**src/rtl/sram_ctrl_pkg.sv**
```systemverilog
// Shared types and constants for the SRAM access controller.
// Holds the FSM state encoding, bus widths and default strobe lengths.
package sram_ctrl_pkg;

    localparam int ADDR_W        = 12;
    localparam int DATA_W        = 8;
    localparam int CNT_W         = 4;
    localparam int RD_CYCLES_DEF = 2;
    localparam int WR_CYCLES_DEF = 2;

    typedef enum logic [3:0] {
        ST_IDLE  = 4'd0,
        ST_SETUP = 4'd1,
        ST_WRITE = 4'd2,
        ST_SENSE = 4'd3,
        ST_RESP  = 4'd4
    } state_e;

    // The counter counts down to zero, so an N-cycle strobe loads N-1.
    function automatic logic [CNT_W-1:0] strobe_load(input int unsigned cycles);
        return CNT_W'(cycles - 32'd1);
    endfunction

endpackage

```
**src/rtl/sram_access_ctrl_rr_arbiter2.sv**
```systemverilog
// Two-input round-robin arbiter; the pointer names the requester that
// wins the next tie and flips away from whoever was just granted.
module rr_arbiter2 (
    input  logic       clk,
    input  logic       resetn,
    input  logic [1:0] req,
    input  logic       advance,
    output logic [1:0] grant
);

    logic ptr_q;

    // Grant decode: single requester wins outright, a tie goes to the pointer.
    always_comb begin
        grant = 2'b00;
        case (req)
            2'b01:   grant = 2'b01;
            2'b10:   grant = 2'b10;
            2'b11:   grant = ptr_q ? 2'b10 : 2'b01;
            default: grant = 2'b00;
        endcase
    end

    // Pointer register: after a grant, favour the other requester.
    always_ff @(posedge clk or negedge resetn) begin
        if (!resetn) begin
            ptr_q <= 1'b0;
        end else if (advance) begin
            ptr_q <= grant[0];
        end
    end

endmodule

```
**src/rtl/sram_access_ctrl.sv**
```systemverilog
// Two-requester SRAM access controller: arbitrates, sequences address setup,
// write/sense strobes and a response pulse, all outputs registered.
module sram_access_ctrl
    import sram_ctrl_pkg::*;
#(
    parameter int RD_CYCLES = RD_CYCLES_DEF,
    parameter int WR_CYCLES = WR_CYCLES_DEF
) (
    input  logic              clk,
    input  logic              resetn,
    input  logic              req0_valid,
    input  logic              req0_we,
    input  logic [ADDR_W-1:0] req0_addr,
    input  logic [DATA_W-1:0] req0_wdata,
    output logic              req0_ready,
    output logic              req0_rsp,
    input  logic              req1_valid,
    input  logic              req1_we,
    input  logic [ADDR_W-1:0] req1_addr,
    input  logic [DATA_W-1:0] req1_wdata,
    output logic              req1_ready,
    output logic              req1_rsp,
    output logic [DATA_W-1:0] rdata,
    output logic              busy,
    output logic [ADDR_W-1:0] sram_addr,
    output logic [DATA_W-1:0] sram_din,
    output logic              sram_write_en,
    output logic              sram_sense_en,
    input  logic [DATA_W-1:0] sram_dout
);

    state_e             state_q, state_d;
    logic [CNT_W-1:0]   cnt_q, cnt_d;
    logic               sel_q;
    logic               we_q;
    logic [ADDR_W-1:0]  addr_q;
    logic [DATA_W-1:0]  din_q;
    logic [DATA_W-1:0]  rdata_q;
    logic               wen_q, sen_q, busy_q;
    logic               rdy0_q, rdy1_q, rsp0_q, rsp1_q;
    logic [1:0]         req_s;
    logic [1:0]         grant_s;
    logic               accept_s;

    assign req_s    = {req1_valid, req0_valid};
    assign accept_s = (state_q == ST_IDLE) && (req_s != 2'b00);

    rr_arbiter2 u_arb (
        .clk     (clk),
        .resetn  (resetn),
        .req     (req_s),
        .advance (accept_s),
        .grant   (grant_s)
    );

    // Next-state and strobe counter; the counter reloads on every strobe entry.
    always_comb begin
        state_d = state_q;
        cnt_d   = cnt_q;
        case (state_q)
            ST_IDLE: begin
                if (accept_s) begin
                    state_d = ST_SETUP;
                end else begin
                    state_d = ST_IDLE;
                end
            end
            ST_SETUP: begin
                if (we_q) begin
                    state_d = ST_WRITE;
                    cnt_d   = strobe_load(WR_CYCLES);
                end else begin
                    state_d = ST_SENSE;
                    cnt_d   = strobe_load(RD_CYCLES);
                end
            end
            ST_WRITE, ST_SENSE: begin
                if (cnt_q == 4'd0) begin
                    state_d = ST_RESP;
                end else begin
                    cnt_d = cnt_q - 4'd1;
                end
            end
            ST_RESP: state_d = ST_IDLE;
            default: state_d = ST_IDLE;
        endcase
    end

    // State and counter registers.
    always_ff @(posedge clk or negedge resetn) begin
        if (!resetn) begin
            state_q <= ST_IDLE;
            cnt_q   <= 4'd0;
        end else begin
            state_q <= state_d;
            cnt_q   <= cnt_d;
        end
    end

    // Registered outputs; strobes and busy follow the next state so they
    // line up with the state they belong to without a combinational path.
    always_ff @(posedge clk or negedge resetn) begin
        if (!resetn) begin
            sel_q   <= 1'b0;
            we_q    <= 1'b0;
            addr_q  <= '0;
            din_q   <= '0;
            rdata_q <= '0;
            wen_q   <= 1'b0;
            sen_q   <= 1'b0;
            busy_q  <= 1'b0;
            rdy0_q  <= 1'b0;
            rdy1_q  <= 1'b0;
            rsp0_q  <= 1'b0;
            rsp1_q  <= 1'b0;
        end else begin
            if (accept_s) begin
                sel_q  <= grant_s[1];
                we_q   <= grant_s[1] ? req1_we    : req0_we;
                addr_q <= grant_s[1] ? req1_addr  : req0_addr;
                din_q  <= grant_s[1] ? req1_wdata : req0_wdata;
            end
            if ((state_q == ST_SENSE) && (cnt_q == 4'd0)) begin
                rdata_q <= sram_dout;
            end
            wen_q  <= (state_d == ST_WRITE);
            sen_q  <= (state_d == ST_SENSE);
            busy_q <= (state_d != ST_IDLE);
            rdy0_q <= accept_s && grant_s[0];
            rdy1_q <= accept_s && grant_s[1];
            rsp0_q <= (state_q == ST_RESP) && !sel_q;
            rsp1_q <= (state_q == ST_RESP) &&  sel_q;
        end
    end

    assign req0_ready    = rdy0_q;
    assign req1_ready    = rdy1_q;
    assign req0_rsp      = rsp0_q;
    assign req1_rsp      = rsp1_q;
    assign rdata         = rdata_q;
    assign busy          = busy_q;
    assign sram_addr     = addr_q;
    assign sram_din      = din_q;
    assign sram_write_en = wen_q;
    assign sram_sense_en = sen_q;

endmodule

```
**config.mk**
```make
export PLATFORM = sky130hd
export DESIGN_NAME = sram_access_ctrl
export DESIGN_NICKNAME = d
export VERILOG_FILES = /design/src/rtl/sram_ctrl_pkg.sv /design/src/rtl/sram_access_ctrl_rr_arbiter2.sv /design/src/rtl/sram_access_ctrl.sv
export SDC_FILE = /design/constraint.sdc
export NUM_CORES = 1
export LEC_CHECK = 0
export CELL_PAD_IN_SITES_DETAIL_PLACEMENT = 0
export CELL_PAD_IN_SITES_GLOBAL_PLACEMENT = 1
export CORE_MARGIN = 2
export CORE_UTILIZATION = 28
export DETAILED_ROUTE_END_ITERATION = 10
export GPL_TIMING_DRIVEN = 1
export PLACE_DENSITY_LB_ADDON = 0.1
export SLEW_MARGIN = 25
export SYNTH_ARGS = -nofsm -noshare
export SYNTH_HDL_FRONTEND = slang
export SYNTH_SLANG_ARGS = --single-unit
```
**constraint.sdc**
```tcl
create_clock -name clk -period 1.8 [get_ports clk]
set_input_delay 0.18 -clock clk [delete_from_list [all_inputs] [get_ports clk]]
set_output_delay 0.18 -clock clk [all_outputs]
set_load 0.01 [all_outputs]
```
==> results.toml <==
[run_status]
outcome = "finished, final reports clean"

[setup_path]
worstPathArrival_ns = 1.93
reg2reg_slack_ns = 0.05
worstPathMaxFanout = 8
reg2regPathDepth = 4
cp-start-kind = "flop"
crit_type = "reg2reg"
crit_required_ns = 1.98
rr_startpoint = "cnt_q[2]"
worstSetupEndpointType = "flop"
r2r_end = "rdata[1]"

[pwr]
p_clk_share_pct = 19.6
switching_share_pct = 31.1
share_comb_of_total_power_pct = 45.1
power.density_mw_per_mm2 = 1460
leakage_uw = 0.00134
netSwitchingPower_uw = 1490
peakVddDrop_mv = 0.529
p_seq_share_pct = 35.3
total_power_uw = 4790
internal-power_uw = 3300

[cells_and_area]
drive_above_1_share_pct = 16.9
syn2layout_area_growth_pct = 64.9
nNetsFinal = 309
stdcell_area_mm2 = 0.00329
postLayoutCoreUtil_pct = 48.1
n_antenna_cell = 0
fillers = 649

[timing]
maxSlewViolCount = 0
rsz0062_at_grt = "yes"
hold_viol = 0
setup_viol = 0
period_share_pct = 97.0
fmax_ghz = 0.573
post-route-min-period_ns = 1.75
finClkSkew_ns = 0.00424
whs_ns = 0.386
fin_setup_tns_ns = 0

[logic_synthesis]
synth_commonest_cells = "46 x dfrtp_1, 21 x a2bb2oi_1, 21 x o32ai_1"
synth-seq-area-share_pct = 57.7
synth_compound_area_share_pct = 23.0
synthAdderAreaFrac_pct = 1.25
ys_ff_latch = 46
ys_types = 38
synth_top_family_by_area = "compound AO/OA/AOI/OAI gates"
yosys.area_share.simple_pct = 7.90
syn_avg_cell_area_um2 = 12.9
ys.flop_type = "dfrtp_1"
synth_xor_area_share_pct = 0
synth.top_cells.by_area = "dfrtp_1 58%, a2bb2oi_1 9.2%, o32ai_1 9.2%, mux2_2 5.1%, clkbuf_1 1.7%"
synth_edf_count = 0
netlist_instances = 155
synthesis.area_mm2 = 0.00199
yosys_warnings = 0
yosys.area.top_type = "dfrtp_1"
synth.area.mux_share_pct = 6.09
yosysMostFrequentCell = "dfrtp_1"
postSynth.asyncResetShare_pct = 100
netlist.area_leader.share_pct = 57.7
syn_nets = 211

[floorplan]
start_util_pct = 29.2
rows = 30
io_pins = 89
die_w_um = 88.4
die_area_mm2 = 0.00781
core_area_mm2 = 0.00683
die_h_um = 88.4

[cts]
cts_tree = "done"
clk_pin_slew_ns = 0.08
clockBufferDepth = 2
htreeDepth = 2
root_buffer = "clkbuf_8"
clock_sinks = 46
clk_latency_ns = 0.30
post_cts_buffers = 0
cts_buffers = 5

[grt]
grt_max_degree = 47
grt_pass1_vias = 1688
grt_use_met2_pct = 20.5
antenna_found_initial = 0
overflow = 0
grt_pass1_wl_mm = 8.58
use_met3_pct = 5.32
grt_busiest_layer = "met1"
track_usage_pct = 14.5
grt_use_met1_pct = 20.9

[routing]
wire_per_inst_um = 15.5
ant_nets = 0
drc = 0
wl_mm = 5.42
vias_per_cell = 4.70
vias = 1646
firstDrtPassIters = 4
drt_iter0_drc = 46

[placed_design]
port_buffers = 88
hpwl_mm = 3.77
gp_congestion = 0.691
dpl_cell_area_mm2 = 0.00312

[job]
cap_viol_max_count = 0

[worst_hold_path]
hold_class = "in2async"
==> power by group through the flow <==
| stage | Sequential (uW) | Clock (uW) | Combinational (uW) |
|---|---|---|---|
| final | 1690 | 937 | 2160 |
| after global routing | 1750 | 1020 | 2340 |
| after CTS | 1690 | 972 | 2180 |
| after detailed placement | 1700 | 0 | 2180 |
| after global placement | 1720 | 0 | 2160 |
| after floorplan | 1830 | 0 | 881 |
==> per-stage QoR <==
| stage | std cells | setup WS (ns) |
|---|---|---|
| finish | 350 | 0.0533 |
| global route | 350 | -0.00489 |
| CTS | 350 | 0.0187 |
| detailed placement | 341 | 0.0334 |
| global placement | 341 | 0.0676 |
| floorplan | 155 | 0.0105 |
==> what timing repair did <==
action,in CTS,in global routing
setup endpoints to repair,0,11
gates resized for setup,0,4
hold buffers,1,0
endpoints found under the hold margin,46,0
==> metal layers <==
layer	vias up	wire, um
li1	807	-
met1	781	2580
met2	54	2380
met3	4	411
met4	0	42
met5	-	0
==> kinds of logic (layout without fill, tap and decap cells) <==
logic type	count (synthesis)	count (layout)
AND/OR/NAND/NOR	23	23
other	1	1
AO/OA/AOI/OAI	54	54
multiplexers	11	11
buffers and inverters	18	117
flip-flops	46	46
adder cells (fa/ha/maj)	2	2
==> registers in the layout, summed over array words and instances, names as in the netlist, 4 cells and up <==
signal and flops:
sram_din 8, rdata 8, cnt_q 4, state_q 4, sram_addr 12
==> how the worst max path moves through the flow <==
stage | startpoint | to | slack [ns] | cells after the start
4_1_cts | cnt_q[2] | rdata[1] | 0.02 | 4
2_1_floorplan | state_q[3] | rdata[0] | 0.01 | 3
3_3_place_gp | cnt_q[2] | rdata[0] | 0.07 | 4
6_report | cnt_q[2] | rdata[1] | 0.05 | 4
3_5_place_dp | cnt_q[2] | rdata[1] | 0.03 | 4
5_1_grt | cnt_q[2] | rdata[4] | -0.005 | 4
==> final cells by class <==
cell class,instances,area [um2],area share (%)
inverter,6,22.5,0.685
timing repair buffer,103,1070,32.5
clock inverter,2,60.1,1.83
multi-input combinational,91,782,23.8
clock buffer,6,82.6,2.51
sequential,46,1150,35.0
tap,96,120,3.65
==> worst max-delay path, stage by stage (launching register included) <==
cell and delay, ns:
dfrtp_1 0.39, or4b_4 0.58, nor4_4 0.16, buf_6 0.17
mux2_2 0.33
==> placed cells by master (no fill, tap or decap), drive strengths merged, types with 2 or more instances in the layout <==
cell type      netlist  routed
ha                   2       2
nand3                2       2
mux2i                2       2
nor4                 2       2
dfrtp               46      46
or4b                 2       2
nand2                5       5
clkdlybuf4s50        0      87
inv                  6       6
buf                  3      15
nor3                 2       2
nor2                 3       3
a2bb2oi             21      21
o32ai               21      21
mux2                 9       9
bufinv               0       2
clkbuf               9       6
Power figures use the tool's default switching activity.
